[config.mk]
export PLATFORM = sky130hd
export DESIGN_NAME = lifo_stack
export DESIGN_NICKNAME = d
export VERILOG_FILES = /design/src/rtl/lifo_stack.sv
export SDC_FILE = /design/constraint.sdc
export NUM_CORES = 1
export LEC_CHECK = 0
export CORE_MARGIN = 2
export CORE_UTILIZATION = 50
export DETAILED_ROUTE_END_ITERATION = 8
export GPL_TIMING_DRIVEN = 0
export PLACE_DENSITY = 0.72
export SLEW_MARGIN = 20
export SYNTH_ARGS = -nofsm -noshare
export SYNTH_HDL_FRONTEND = slang
export SYNTH_SLANG_ARGS = --single-unit
[constraint.sdc]
create_clock -name clk -period 3 [get_ports clk]
set_input_delay 0.6 -clock clk [delete_from_list [all_inputs] [get_ports clk]]
set_output_delay 0.6 -clock clk [all_outputs]
set_load 0.01 [all_outputs]
[src/rtl/lifo_stack.sv]
// lifo_stack: operand stack for the multicycle stack processor.
// Push/pop requests are sampled on each rising clk edge. Pop data is
// registered (valid the edge after the pop). full/empty/count come straight
// from the registered stack pointer, so they have no combinational path from
// push/pop. Sticky overflow/underflow flags record rejected operations.
//
// Request semantics: push and pop are level requests with no ready/backpressure.
// A request that the stack cannot honour (push when full, pop when empty) is
// dropped and recorded in the matching sticky flag. The caller is expected to
// consult full/empty before issuing a request.
module lifo_stack #(
    parameter int DATA_WIDTH = 8,
    parameter int DEPTH      = 16,
    parameter int AW         = 4
) (
    input  logic                  clk,
    input  logic                  resetN,
    input  logic                  push,
    input  logic                  pop,
    input  logic [DATA_WIDTH-1:0] data_in,
    output logic [DATA_WIDTH-1:0] data_out,
    output logic [DATA_WIDTH-1:0] top,
    output logic                  full,
    output logic                  empty,
    output logic [AW:0]           count,
    output logic                  overflow,
    output logic                  underflow
);

    localparam logic [AW:0] FULL_CNT = (AW+1)'(DEPTH);
    localparam logic [AW:0] ONE      = {{AW{1'b0}}, 1'b1};

    // Storage and stack pointer (sp == count == next free slot).
    logic [DATA_WIDTH-1:0] mem [DEPTH];
    logic [AW:0]           sp;
    logic [AW:0]           sp_m1;

    // Decoded operation for the current edge.
    logic                  wr_en;
    logic [AW-1:0]         wr_addr;
    logic                  rd_en;
    logic [AW:0]           sp_next;
    logic                  ovf_set;
    logic                  unf_set;

    assign sp_m1 = sp - ONE;
    assign full  = (sp == FULL_CNT);
    assign empty = (sp == '0);
    assign count = sp;
    // Peek at the current top of stack; an empty stack reads as zero.
    assign top   = empty ? '0 : mem[sp_m1[AW-1:0]];

    // Decode {push, pop} against the current occupancy into write/read/pointer actions.
    always_comb begin
        wr_en   = 1'b0;
        wr_addr = sp[AW-1:0];
        rd_en   = 1'b0;
        sp_next = sp;
        ovf_set = 1'b0;
        unf_set = 1'b0;
        case ({push, pop})
            2'b10: begin
                if (!full) begin
                    wr_en   = 1'b1;
                    sp_next = sp + ONE;
                end else begin
                    ovf_set = 1'b1;
                end
            end
            2'b01: begin
                if (!empty) begin
                    rd_en   = 1'b1;
                    sp_next = sp_m1;
                end else begin
                    unf_set = 1'b1;
                end
            end
            2'b11: begin
                if (!empty) begin
                    // Replace: return the old top and overwrite it in place.
                    // Occupancy is unchanged, so this is legal even when full.
                    rd_en   = 1'b1;
                    wr_en   = 1'b1;
                    wr_addr = sp_m1[AW-1:0];
                end else begin
                    // Nothing to pop: the push half still goes through.
                    wr_en   = 1'b1;
                    sp_next = sp + ONE;
                    unf_set = 1'b1;
                end
            end
            default: ;
        endcase
    end

    // Pointer, pop data and sticky flags; reset wins over any request on the same edge.
    always_ff @(posedge clk) begin
        if (!resetN) begin
            sp        <= '0;
            data_out  <= '0;
            overflow  <= 1'b0;
            underflow <= 1'b0;
        end else begin
            sp <= sp_next;
            if (rd_en) begin
                data_out <= mem[sp_m1[AW-1:0]];
            end
            if (ovf_set) begin
                overflow <= 1'b1;
            end
            if (unf_set) begin
                underflow <= 1'b1;
            end
        end
    end

    // Entry array; contents are not cleared by reset, but reset suppresses writes.
    always_ff @(posedge clk) begin
        if (resetN && wr_en) begin
            mem[wr_addr] <= data_in;
        end
    end

endmodule

---- Word-level counts from Yosys, hierarchy flattened ----
Memories as Yosys holds them, arrays and structs flattened.
Index checks and enable logic that the tools add are counted.
Widths: inputs -> output; s select.
storage, ports and cells
  output and inout port bits .............. 25
  bits in writable memories ............... 128
  input port bits ......................... 12
  memories kept ........................... 1
  word-level logic and storage cells ...... 36
  bits in registers ....................... 15
memories
  memory  depth  width  read ports  clocked after Yosys merged registers in  write ports  line  text
  mem     16     8      1           0                                        1            34    logic [DATA_WIDTH-1:0] mem [DEPTH];
operators by class
  $add $sub $neg .......................... 2
  eq/ne operators ......................... 7
  reductions and logical operators ........ 5
  mux-type cells .......................... 17
operator list
  cell                 count
  $mux 5               3
  $pmux 5 s3           1
  $mux 1               9
  $mux 4               2
  $mux 8               1
  $ne 2x2->1 const B   3
  $add 5x1->5 const B  1
  $eq 5x5->1 const B   1
  $logic_not 5->1      1
  $sub 5x1->5 const B  1
  $eq 2x2->1 const B   2
  $reduce_and 4->1     1
  $reduce_bool 3->1    1
  $eq 2x1->1 const B   1
  $pmux 1 s2           1
  $reduce_or 2->1      1
  $logic_and 1x1->1    1

---- Longest topological paths before layout ----
  depth after elaboration ................. 6
  mapped depth ............................ 11
  mapped depth without buffers ............ 8

---- Worst setup path before layout ----
Ideal clock, no wire load.
  path kind ............................... register to output
  start ................................... register sp[0], in the netlist count[0]
  end ..................................... output port top[1]
  stages on the path, launching flop included .. 12
  setup slack ............................. -0.088 ns
  path buffers ............................ 4
  required time ........................... 2.400 ns
  data arrival time ....................... 2.488 ns
  cell sequence ........................... dfxtp_1 -> clkinv_1 -> buf_1 -> ha_1 -> clkbuf_1 -> buf_4 -> buf_2 -> mux2i_1 -> nand3_1 -> nand4_1 -> mux2_2 -> nor2_1
on the way
  cells in the longest elaborated chain, start to end .. 3
  elaborated cells on any way between the ends .. 4
  those cells by class .................... 1 x add/sub; 1 x mux; 1 x reduce/logical; 1 x memory
ends and longest elaborated chain
  item                    line  text
  from (decl)             35    logic [AW:0] sp;
  from (signal assigned)  104   sp <= sp_next;
  $sub 5x1->5             46    assign sp_m1 = sp - ONE;
  $mem_v2 16x8            --
  $mux 8 *                51    assign top = empty ? '0 : mem[sp_m1[AW-1:0]];
  to (decl)               22    output logic [DATA_WIDTH-1:0] top,
Mark *: on every way between the ends. The rest lies on a longest branch, timed or not.

---- Worst setup path in the final report ----
  start ................................... register sp[1], in the netlist count[1]
  end ..................................... output port top[1]
The elaborated chain is that of the path after synthesis.

==> key figures <==
Routing
  • WL per Instance: 25.1 µm
  • Pre-antenna DRT Iters: 6
  • Iter 0 DRT Violations: slightly above 600
  • DRC viols: 0
  • DR vias: 4700
  • Via-per-instance ratio: between 6 and 7
  • Routed WL: 18800 µm
  • Antenna-violating nets left: 0

STA
  • Final hold violation count: 0
  • RSZ-0062 raised after global routing: yes
  • Slew headroom: roughly 39%
  • Transition time of the tightest slew-check pin: roughly 0.9 ns
  • Final period utilization: 110%
  • Final setup vio count: between 50 and 60
  • Slew Limit Fails: 0
  • Fin Hold WS: 0.469 ns
  • Clk_skew: 0.00660 ns
  • Final worst slack: -0.287 ns
  • Fin Setup TNS: -5.69 ns
  • Period minus WS final: roughly 3.3 ns
  • Peak Freq: 304 MHz

Synth
  • Yosys warnings: 0
  • Synth unique cells: 37
  • Dominant synthesized flop cell: edfxtp_1
  • Avg Cell Area, Syn: 13.9 µm²
  • Count leader, synth: edfxtp_1
  • Sequential area share after synthesis: 67.7%
  • Syn_nets: approximately 460
  • Post-synth EDFFs: approximately 130
  • FF+latch count, synth: 143
  • Synth Instances: about 440
  • Synth top area cells: edfxtp_1 63%, mux2i_1 11%, nand3_1 5.7%, dfxtp_1 4.9%, nor2_1 2.1%
  • Most frequent cells after synthesis: 128 x edfxtp_1, 70 x nand3_1, 65 x mux2i_1
  • FFs w/ async S/R, synth: 0%
  • Area leader, netlist: edfxtp_1
  • Area share of the leading cell type in the synthesized netlist: about 63%
  • Post-Syn Area: slightly above 6000 µm²

Floorplan
  • Ports: 37
  • DIE AREA: 13100 µm²
  • Die width: 115 µm
  • Core box area: 12000 µm²
  • Starting density of the core: 51.2%
  • Chip height: 115 µm
  • Row count: 40

Worst setup path
  • Worst path most repeated cell: buf_12
  • Setup crit end kind: primary output
  • CP Class: reg -> out
  • Critical path cell sequence: inv_6 -> ha_4 -> buf_12 -> buf_12 -> buf_12 -> mux2i_1 -> nand3_1 -> nand4_1 -> mux2_4 -> nor2_2 -> buf_2
  • Crit start category: register
  • Critical path's largest stage delay: 0.40 ns
  • Crit path max-delay cell type: dfxtp_4
  • Worst-path fanout max: 6
  • WP data arrival: 2.69 ns
  • Worst EP required: 2.40 ns

Power
  • Worst VDD drop: 0.000639 V
  • Leak pwr: 3.15 nW
  • Pwr dens: 1310 nW/µm²

Flow run
  • Number of max-cap violations: 0

GRT
  • First-pass GRT wire length: 28000 µm
  • Total track usage: a little under a third
  • Initial antenna violation count: 0
  • Gr ovfl total: 0
  • Largest net degree at the start of global routing: 17
  • Number of global-route vias before repair: 4653

Clock network
  • CTS Buffer Depth: 2
  • Clk sinks: 143
  • H-tree levels: 4
  • Clock Latency Late Sink: 0.42 ns
  • CTS root buffer: clkbuf_16
  • Worst-path clk slew: 0.06 ns
  • CTS tree: yes
  • CTS Buf Count: 17

Place
  • Worst slack at placement: -1.11 ns
  • Area after DPL: 6660 µm²
  • Routability cong.: 0.940
  • Port bufs: 35
  • HPWL after DPL: around 10000 µm

Final layout
  • Layout cells sized above 1: between 30% and 40%
  • Final Cell Area: 8620 µm²
  • NumNets Final: approximately 600
  • Area delta synth->final: 40.8%
  • Register area: 4150 µm²
  • Antenna diodes: 0
  • Fillers: 722
  • Multi-input gate area: about 2300 µm²

Run status
  • Outcome: finished, violations left
  • Failing checks: negative setup slack

Hold path
  • HP Class: reg -> reg
==> power breakdown <==
part / internal (mW) / leakage [nW] / switching (mW)
logic: 3.62 / 1.60 / 3.21
clock network: 1.30 / 0.271 / 0.802
registers: 2.31 / 1.28 / 0.0867
total: 7.23 / 3.15 / 4.10
==> layer usage <==
layer  GRT usage (%)  up-vias  routed length [µm]
met5               0        -                   0
met4            17.4        0                1020
met3            8.21       94                1520
met2            48.3      317                8930
met1            37.5     2286                7360
li1                -     2003                   -
==> repair_timing <==
action	in CTS	in global routing
setup buffers	125	9
pin swaps	24	26
setup endpoints to repair	146	123
resized for setup	121	66
hold buffers	0	0
gates cloned	2	2
==> final timing paths <==
check	start	end	slack, ns	cells past startpoint
setup / recovery	count[1]	top[1]	-0.29	11
hold / removal	data_out[1]	data_out[1]	0.47	1
setup reg to reg	count[1]	data_out[4]	-0.10	20
hold reg to reg	data_out[1]	data_out[1]	0.47	1
==> layout by cell type (no fill, tap or decap), drive strengths merged, types with 6 or more instances in the layout <==
| master | n |
|---|---|
| nand4 | 19 |
| buf | 119 |
| edfxtp | 128 |
| clkdlybuf4s50 | 26 |
| dfxtp | 15 |
| nand3 | 70 |
| mux2 | 8 |
| mux2i | 66 |
| nor2 | 35 |
| a21o | 8 |
| inv | 6 |
| xnor2 | 7 |
| o22ai | 8 |
| clkinv | 6 |
| nand2 | 6 |
| clkbuf | 34 |
==> registers in the layout (all words and copies together), names as in the netlist <==
name and flops:
count 5, underflow 1, mem 128, overflow 1
data_out 8
==> worst max-delay path, delay by kind of cell, from the launching register on <==
family / cells / cell delay (ns)
AND/OR/NAND/NOR: 3 / 0.47
multiplexers: 2 / 0.53
adder cells (fa/ha/maj): 1 / 0.30
flip-flops: 1 / 0.40
buffers and inverters: 5 / 0.55
==> cell type report <==
class / instances / area share (%)
well taps: 147 / 2.13
flip-flops and latches: 143 / 48.2
plain buffers: 26 / 2.86
clock inverters: 11 / 1.66
inverters: 7 / 0.450
repair buffers: 134 / 13.5
clock buffers: 20 / 5.07
multi-input cells: 263 / 26.2
==> metrics by stage <==
step,power (mW),cells,util [%]
after global placement,5.69,623,55.7
final,11.3,751,72.0
after global routing,11.7,751,72.0
after detailed placement,5.73,623,55.7
after floorplan,4.59,441,-
after CTS,10.6,766,71.0
==> cells by family after synthesis <==
logic type	share of synthesized area (%)
and+or+nand+nor	11.9
DFF	67.7
muxes	12.5
buffers and inverters	2.62
AOI/OAI and AO/OA	3.52
xor gates and xnor gates	1.15
adders and majority gates	0.613
Power figures use the tool's default switching activity.
